### src/rtl/mem_port_arbiter.sv
// ---------------------------------------------------------------------------
// mem_port_arbiter
//
// Shares one single-port, fixed-latency memory between the fetch port (IF)
// and the data-access port (D, lw/sw). Requests are serialised through an
// IDLE -> ACCESS -> RESP sequence. Simultaneous requests are resolved round
// robin against the last granted port, so neither port can starve. Read data
// is returned in a per-port holding register together with a one-cycle done
// pulse.
//
// Parameters
//   ADDR_W   address width of both ports and of the memory
//   DATA_W   data width
//   MEM_LAT  memory access cycles (>= 1)
//
// Ports
//   clk, rst                  clock (rising edge), async active-high reset
//   if_req/if_addr            fetch request, held until if_done
//   if_rdata/if_done          fetched word (registered), completion pulse
//   d_req/d_we/d_addr/d_wdata data request (d_we=1 store), held until d_done
//   d_rdata/d_done            loaded word (registered), completion pulse
//   mem_en/mem_we/mem_addr/mem_wdata  registered memory command
//   mem_rdata                 memory read data, valid in last ACCESS cycle
//   conflict_cnt              saturating count of contested IDLE cycles;
//                             present only when ARB_CONFLICT_CNT_EN is defined
// ---------------------------------------------------------------------------
module mem_port_arbiter #(
   parameter int ADDR_W  = 32,
   parameter int DATA_W  = 32,
   parameter int MEM_LAT = 2
) (
   input  logic              clk,
   input  logic              rst,
   input  logic              if_req,
   input  logic [ADDR_W-1:0] if_addr,
   output logic [DATA_W-1:0] if_rdata,
   output logic              if_done,
   input  logic              d_req,
   input  logic              d_we,
   input  logic [ADDR_W-1:0] d_addr,
   input  logic [DATA_W-1:0] d_wdata,
   output logic [DATA_W-1:0] d_rdata,
   output logic              d_done,
`ifdef ARB_CONFLICT_CNT_EN
   output logic [15:0]       conflict_cnt,
`endif
   output logic              mem_en,
   output logic              mem_we,
   output logic [ADDR_W-1:0] mem_addr,
   output logic [DATA_W-1:0] mem_wdata,
   input  logic [DATA_W-1:0] mem_rdata
);

   // Counter holds 0..MEM_LAT so the increment in the last cycle never wraps.
   localparam int               CNT_W    = $clog2(MEM_LAT + 1);
   localparam logic [CNT_W-1:0] CNT_LAST = CNT_W'(MEM_LAT - 1);
   localparam logic [CNT_W-1:0] CNT_ONE  = CNT_W'(1);

   typedef enum logic [1:0] {
      ST_IDLE   = 2'b00,
      ST_ACCESS = 2'b01,
      ST_RESP   = 2'b10
   } state_t;

   state_t           state_r;
   logic [CNT_W-1:0] cnt_r;
   logic             gnt_d_r;       // port owning the access in flight (1 = D)
   logic             last_gnt_d_r;  // port granted most recently (1 = D)
   logic             pick_d_s;

   // Round robin: D wins when it asks alone, or when both ask and IF went last.
   always_comb begin
      pick_d_s = 1'b0;
      if (d_req && (!if_req || !last_gnt_d_r)) begin
         pick_d_s = 1'b1;
      end else begin
         pick_d_s = 1'b0;
      end
   end

   // Arbitration, memory sequencing and registered response outputs.
   always_ff @(posedge clk or posedge rst) begin
      if (rst) begin
         state_r      <= ST_IDLE;
         cnt_r        <= {CNT_W{1'b0}};
         gnt_d_r      <= 1'b0;
         last_gnt_d_r <= 1'b0;
         mem_en       <= 1'b0;
         mem_we       <= 1'b0;
         mem_addr     <= {ADDR_W{1'b0}};
         mem_wdata    <= {DATA_W{1'b0}};
         if_rdata     <= {DATA_W{1'b0}};
         d_rdata      <= {DATA_W{1'b0}};
         if_done      <= 1'b0;
         d_done       <= 1'b0;
      end else begin
         case (state_r)
            ST_IDLE: begin
               if_done <= 1'b0;
               d_done  <= 1'b0;
               if (if_req || d_req) begin
                  // Latch the winner's command; the memory sees only these
                  // registers, so requester changes after this edge are ignored.
                  gnt_d_r      <= pick_d_s;
                  last_gnt_d_r <= pick_d_s;
                  mem_we       <= pick_d_s & d_we;
                  mem_addr     <= pick_d_s ? d_addr : if_addr;
                  mem_wdata    <= pick_d_s ? d_wdata : {DATA_W{1'b0}};
                  mem_en       <= 1'b1;
                  cnt_r        <= {CNT_W{1'b0}};
                  state_r      <= ST_ACCESS;
               end else begin
                  mem_en  <= 1'b0;
                  state_r <= ST_IDLE;
               end
            end
            ST_ACCESS: begin
               cnt_r <= cnt_r + CNT_ONE;
               if (cnt_r == CNT_LAST) begin
                  mem_en  <= 1'b0;
                  mem_we  <= 1'b0;
                  state_r <= ST_RESP;
                  // mem_we still carries the latched direction in this cycle.
                  if (!mem_we && !gnt_d_r) begin
                     if_rdata <= mem_rdata;
                  end else if (!mem_we && gnt_d_r) begin
                     d_rdata <= mem_rdata;
                  end else begin
                     d_rdata <= d_rdata;
                  end
                  if_done <= !gnt_d_r;
                  d_done  <= gnt_d_r;
               end else begin
                  state_r <= ST_ACCESS;
               end
            end
            ST_RESP: begin
               if_done <= 1'b0;
               d_done  <= 1'b0;
               state_r <= ST_IDLE;
            end
            default: begin
               mem_en  <= 1'b0;
               mem_we  <= 1'b0;
               if_done <= 1'b0;
               d_done  <= 1'b0;
               state_r <= ST_IDLE;
            end
         endcase
      end
   end

`ifdef ARB_CONFLICT_CNT_EN
   // Saturating count of IDLE cycles in which both ports were requesting.
   always_ff @(posedge clk or posedge rst) begin
      if (rst) begin
         conflict_cnt <= 16'h0000;
      end else if ((state_r == ST_IDLE) && if_req && d_req && (conflict_cnt != 16'hFFFF)) begin
         conflict_cnt <= conflict_cnt + 16'h0001;
      end else begin
         conflict_cnt <= conflict_cnt;
      end
   end
`endif

endmodule

### config.mk
export PLATFORM = sky130hd
export DESIGN_NAME = mem_port_arbiter
export DESIGN_NICKNAME = d
export VERILOG_FILES = /design/src/rtl/mem_port_arbiter.sv
export SDC_FILE = /design/constraint.sdc
export NUM_CORES = 1
export LEC_CHECK = 0
export CAP_MARGIN = 20
export CORE_MARGIN = 8
export CORE_UTILIZATION = 38
export CTS_BUF_LIST = sky130_fd_sc_hd__clkbuf_2 sky130_fd_sc_hd__clkbuf_4 sky130_fd_sc_hd__clkbuf_8
export DETAILED_ROUTE_END_ITERATION = 16
export PLACE_DENSITY = 0.79
export SYNTH_ARGS = -nofsm -noshare
export SYNTH_HDL_FRONTEND = slang
export SYNTH_SLANG_ARGS = --single-unit
### constraint.sdc
create_clock -name clk -period 4.3 [get_ports clk]
set_clock_uncertainty 0.1 [all_clocks]
set_input_delay 0.86 -clock clk [delete_from_list [all_inputs] [get_ports clk]]
set_output_delay 0.86 -clock clk [all_outputs]
set_load 0.05 [all_outputs]
; ---- Word-level counts from Yosys, hierarchy flattened
; Index checks and enable logic that the tools add are counted.
[word_totals]
output_inout_bits = 132
regBits = 137
latch_bits = 0
inputBits = 133
rom_bits = 0
ramBits = 0
mem_count = 0
word_cells = 53
[op_classes]
multipliers = 0
n_eq_ne = 5
n_bitwise = 3
n_reduce_logical = 16
n_lt_le_gt_ge = 0
shift = 0
div_mod_pow = 0
n_addsub = 1
mux = 17
[ops]
columns = operator, n
row1 = 32-bit two-way mux, 2
row2 = 1-bit two-way mux, 9
row3 = 2-bit one-hot mux with 2 select lines, 2
row4 = 1-bit one-hot mux with 3 select lines, 2
row5 = 2-bit AND reduction, 3
row6 = 3-bit AND reduction, 2
row7 = "2-bit by 1-bit equality test with 1-bit output, second input constant", 2
row8 = 2-bit two-way mux, 2
row9 = "2-bit != test, second input constant", 2
row10 = 4-bit AND reduction, 1
row11 = 1-bit logical AND, 3
row12 = 1-bit zero test, 3
row13 = "2-bit by 1-bit adder with 2-bit output, second input constant", 1
row14 = "2-bit equality test, second input constant", 1
row15 = 2-bit zero test, 1
row16 = 1-bit logical OR, 2
row17 = 1-bit NOT, 2
row18 = 2-bit nonzero test, 1
row19 = 1-bit bitwise AND, 1

; ---- Longest topological paths before layout
[depth]
depth_word = 7
mapped_depth = 7
ltp_nobuf = 5

; ---- Worst setup path before layout
; No wires, ideal clock.
[synth_timing]
path_type = input to register
startpoint = input if_req
endpoint = register mem_wdata[17]
required_time_ns = 4.079
path_stages = 6
n_path_buf = 3
arrival_ns = 1.898
setup_time_ns = 0.121
setup_slack_ns = 2.181
path_cell_list = or2_2 -> clkbuf_1 -> and3_1 -> clkbuf_1 -> buf_2 -> a22o_1
[synth_between]
elab_chain_len = 5
elab_cells_between_ends = 7
classes_between = mux (2) / reduce/logical (5)
[synth_lines]
columns = element, line_no
row1 = from (decl), 34  ; input logic if_req,
row2 = 1-bit zero test, 74  ; if (d_req && (!if_req || !last_gnt_d_r)) begin
row3 = 1-bit logical OR, 74
row4 = 1-bit logical AND, 74
row5 = 1-bit two-way mux, 74
row6 = 32-bit two-way mux, 108  ; mem_wdata <= pick_d_s ? d_wdata : {DATA_W{1'b0}};
row7 = to (signal assigned), 91  ; mem_wdata <= {DATA_W{1'b0}};
row8 = to (signal assigned), 108
row9 = to (decl), 50  ; output logic [DATA_W-1:0] mem_wdata,
; Parallel ways exist; a longest one is shown, timed or not.
; A chain may end at the register's enable or synchronous reset.

; ---- Final worst setup path
[layout_timing]
startpoint = register cnt_r[1]
endpoint = register d_rdata[3]
[layout_between]
elab_chain_len = 2
[layout_lines]
columns = element, line_no
row1 = from (decl), 66  ; logic [CNT_W-1:0] cnt_r;
row2 = from (signal assigned), 85  ; cnt_r <= {CNT_W{1'b0}};
row3 = from (signal assigned), 110  ; cnt_r <= {CNT_W{1'b0}};
row4 = from (signal assigned), 118  ; cnt_r <= cnt_r + CNT_ONE;
row5 = 2-bit by 1-bit equality test with 1-bit output, 119  ; if (cnt_r == CNT_LAST) begin
row6 = 4-bit AND reduction (no source line), n/a
row7 = to (signal assigned), 93  ; d_rdata <= {DATA_W{1'b0}};
row8 = to (signal assigned), 127  ; d_rdata <= mem_rdata;
row9 = to (signal assigned), 129  ; d_rdata <= d_rdata;
row10 = to (decl), 42  ; output logic [DATA_W-1:0] d_rdata,
; Every way passes these cells.

==> impl_metrics.tcl <==
set metrics [dict create \
    critPathSlowestCell "or4_2" \
    synth_seq_cells 137 \
    synth_top_area_share 0.623 \
    cts_buffers 17 \
    max_stage_delay_ns 1.04 \
    coreArea_sq_mm 0.0143 \
    avgSynthCellArea_sq_um 12.9 \
    drt_iter0_drc 219 \
    die_x_um 136 \
    cpMostUsedCell "inv_1" \
    layout_commonest_cell "clkdlybuf4s50_1" \
    maxCapViolCount 0 \
    avgViaCountPerCell 5.00 \
    htree_levels 4 \
    final_cell_mix "264 x clkdlybuf4s50_1, 137 x dfrtp_1, 66 x nand2_1, 33 x mux2_2" \
    firstDrtPassIters 4 \
    ant_nets 0 \
    p_clk_frac 0.128 \
    cts_setup_buffers 0 \
    timing.fmax_ghz 0.369 \
    final_nets 823 \
    post_cts_resized 0 \
    rsz0062_at_grt "no" \
    wire_per_inst_um 18.9 \
    grt_first_pass_wirelength_um 25900 \
    ir_drop_mv 0.552 \
    period_needed_ns 2.71 \
    dr_total_vias 4434 \
    dpl.hpwl_um 12400 \
    switching_share 0.476 \
    netlist_area_sq_mm 0.00550 \
    dpl-instance-area_sq_mm 0.00831 \
    antenna_found_initial 0 \
    clk_latency_ns 0.43 \
    netlist-cell-type-count 28 \
    syn_nets 561 \
    cts_tree "done" \
    ios 265 \
    path_cells "inv_1 > ha_1 > inv_1 > or4_2 > buf_16 > mux2_4" \
    row_count 44 \
    power_density_mw_per_mm2 912 \
    first_global_vias 4930 \
    setup_violations 0 \
    path_buf_inv 3 \
    drive_gt1_frac 0.162 \
    syn_to_final_growth_pct 59.8 \
    drc 0 \
    start_kind "flip-flop" \
    slew_viol_final 0 \
    dieArea_sq_mm 0.0186 \
    seqPwrFrac 0.283 \
    synth_cells 427 \
    ys_seq_area_frac 0.623 \
    crit_required_ns 4.51 \
    combPwrFrac 0.589 \
    run_status "complete, no violations" \
    finish.instance_area_sq_mm 0.00879 \
    total_leakage_power_nw 3.81 \
    dp_cells 851 \
    routabilityCongestion 0.791 \
    cp_data_arrival_time_ns 2.92 \
    cts-root-buf "clkbuf_8" \
    portBuffers 264 \
    clk_pin_slew_ns 0.07 \
    layout.cells.non_filler 886 \
    fp.dieH_um 136 \
    ctsHoldBuffers 0 \
    crit_fanout 17 \
    intPower_mw 4.20 \
    p_sw_mw 3.81 \
    grt_overflow 0 \
    yosysTopAreaCell "dfrtp_1" \
    worstMarginPinSlew_ns 0.728 \
    yosys_warnings 0 \
    grt_max_degree 67 \
    track_usage 0.180 \
    start_util 0.384 \
    fin_crit_sh 0.630 \
    hold_path_class "flip-flop to flip-flop" \
    slew-limit-headroom 0.514 \
    clockBufferDepth 2 \
    crit_family "simple AND/OR/NAND/NOR gates" \
    cts.sinks 137 \
    hold_viol 0 \
    antenna_cells 0 \
    finalPower_mw 8.01 \
    synthTopCellsByArea "dfrtp_1 62%, mux2_4 8.2%, mux2_2 6.8%" \
    routed_wl_um 16700 \
    worst_hold_slack_ns 0.389 \
    fin_setup_tns_ns 0 \
    crit_type "flip-flop to flip-flop" \
    cp-end-kind "flip-flop" \
]
==> cell families after synthesis <==
logic type	Yosys count	synth area share
flip-flops	137	0.623
AO/OA/AOI/OAI	108	0.130
AND/OR/NAND/NOR	79	0.0589
multiplexers	66	0.155
buffers and inverters	36	0.0305
adder cells (fa/ha/maj)	1	0.00227
==> sequential cells by signal (all words and copies together), names as in the netlist <==
| name | cells |
|---|---|
| d_done | 1 |
| if_done | 1 |
| state_r | 2 |
| if_rdata | 32 |
| mem_wdata | 32 |
| d_rdata | 32 |
| mem_we | 1 |
| last_gnt_d_r | 1 |
| mem_addr | 32 |
| cnt_r | 2 |
| mem_en | 1 |
==> final cells by class <==
type / instances / area, sq um
clock buffers: 20 / 269
repair buffers: 275 / 2800
clock inverters: 12 / 125
fillers: 1151 / 5530
inverters: 4 / 18.8
flip-flops and latches: 137 / 3430
multi-input cells: 254 / 1920
well taps: 184 / 230
==> path summary, 6_finish.rpt <==
check                           startpoint            to  slack [ns]  depth (start not counted)
worst min-delay path                mem_en        mem_en        0.39                          1
max in group asynchronous              rst  last_gnt_d_r        2.51                          3
worst min register to register      mem_en        mem_en        0.39                          1
worst max-delay path              cnt_r[1]    d_rdata[3]        1.59                          6
worst max register to register    cnt_r[1]    d_rdata[3]        1.59                          6
min in group asynchronous              rst  if_rdata[17]        0.79                          2
==> per-layer routing <==
metal	GRT usage	routed length, um	vias to the layer above
met1	0.189	6370	2165
met5	0	0	-
met3	0.0806	1610	29
met4	0.0683	408	0
li1	-	-	2043
met2	0.310	8310	197
==> synth_stat cells, drive strengths merged <==
| library cell | n |
|---|---|
| ha | 1 |
| dfrtp | 137 |
| clkbuf | 21 |
| mux2 | 64 |
| a21oi | 32 |
| nand2 | 66 |
| and2 | 1 |
| a21o | 2 |
| nand3 | 1 |
| mux2i | 2 |
| a21boi | 1 |
| and3 | 1 |
| or2 | 1 |
| nor4 | 1 |
| o21ai | 8 |
| buf | 11 |
| a21bo | 1 |
| a22o | 32 |
| nand2b | 2 |
| inv | 4 |
| or4 | 1 |
| nor3 | 1 |
| nor2 | 4 |
| a31oi | 32 |
==> per-stage QoR <==
stage | worst slack, ns | utilization
after floorplan | 1.63 | -
after global placement | 1.00 | 0.581
after detailed placement | 0.844 | 0.581
after CTS | 1.36 | 0.608
after global routing | 1.45 | 0.614
final | 1.59 | 0.614
==> power groups by stage <==
stage / Combinational [mW] / Sequential [mW] / Clock [mW]
6_report: 4.72 / 2.27 / 1.02
5_1_grt: 4.94 / 2.35 / 1.12
4_1_cts: 4.71 / 2.27 / 1.06
3_5_place_dp: 4.71 / 2.28 / 0
3_3_place_gp: 4.63 / 2.25 / 0
2_1_floorplan: 1.12 / 4.21 / 0
No activity file was read; power rests on OpenSTA's default activity.
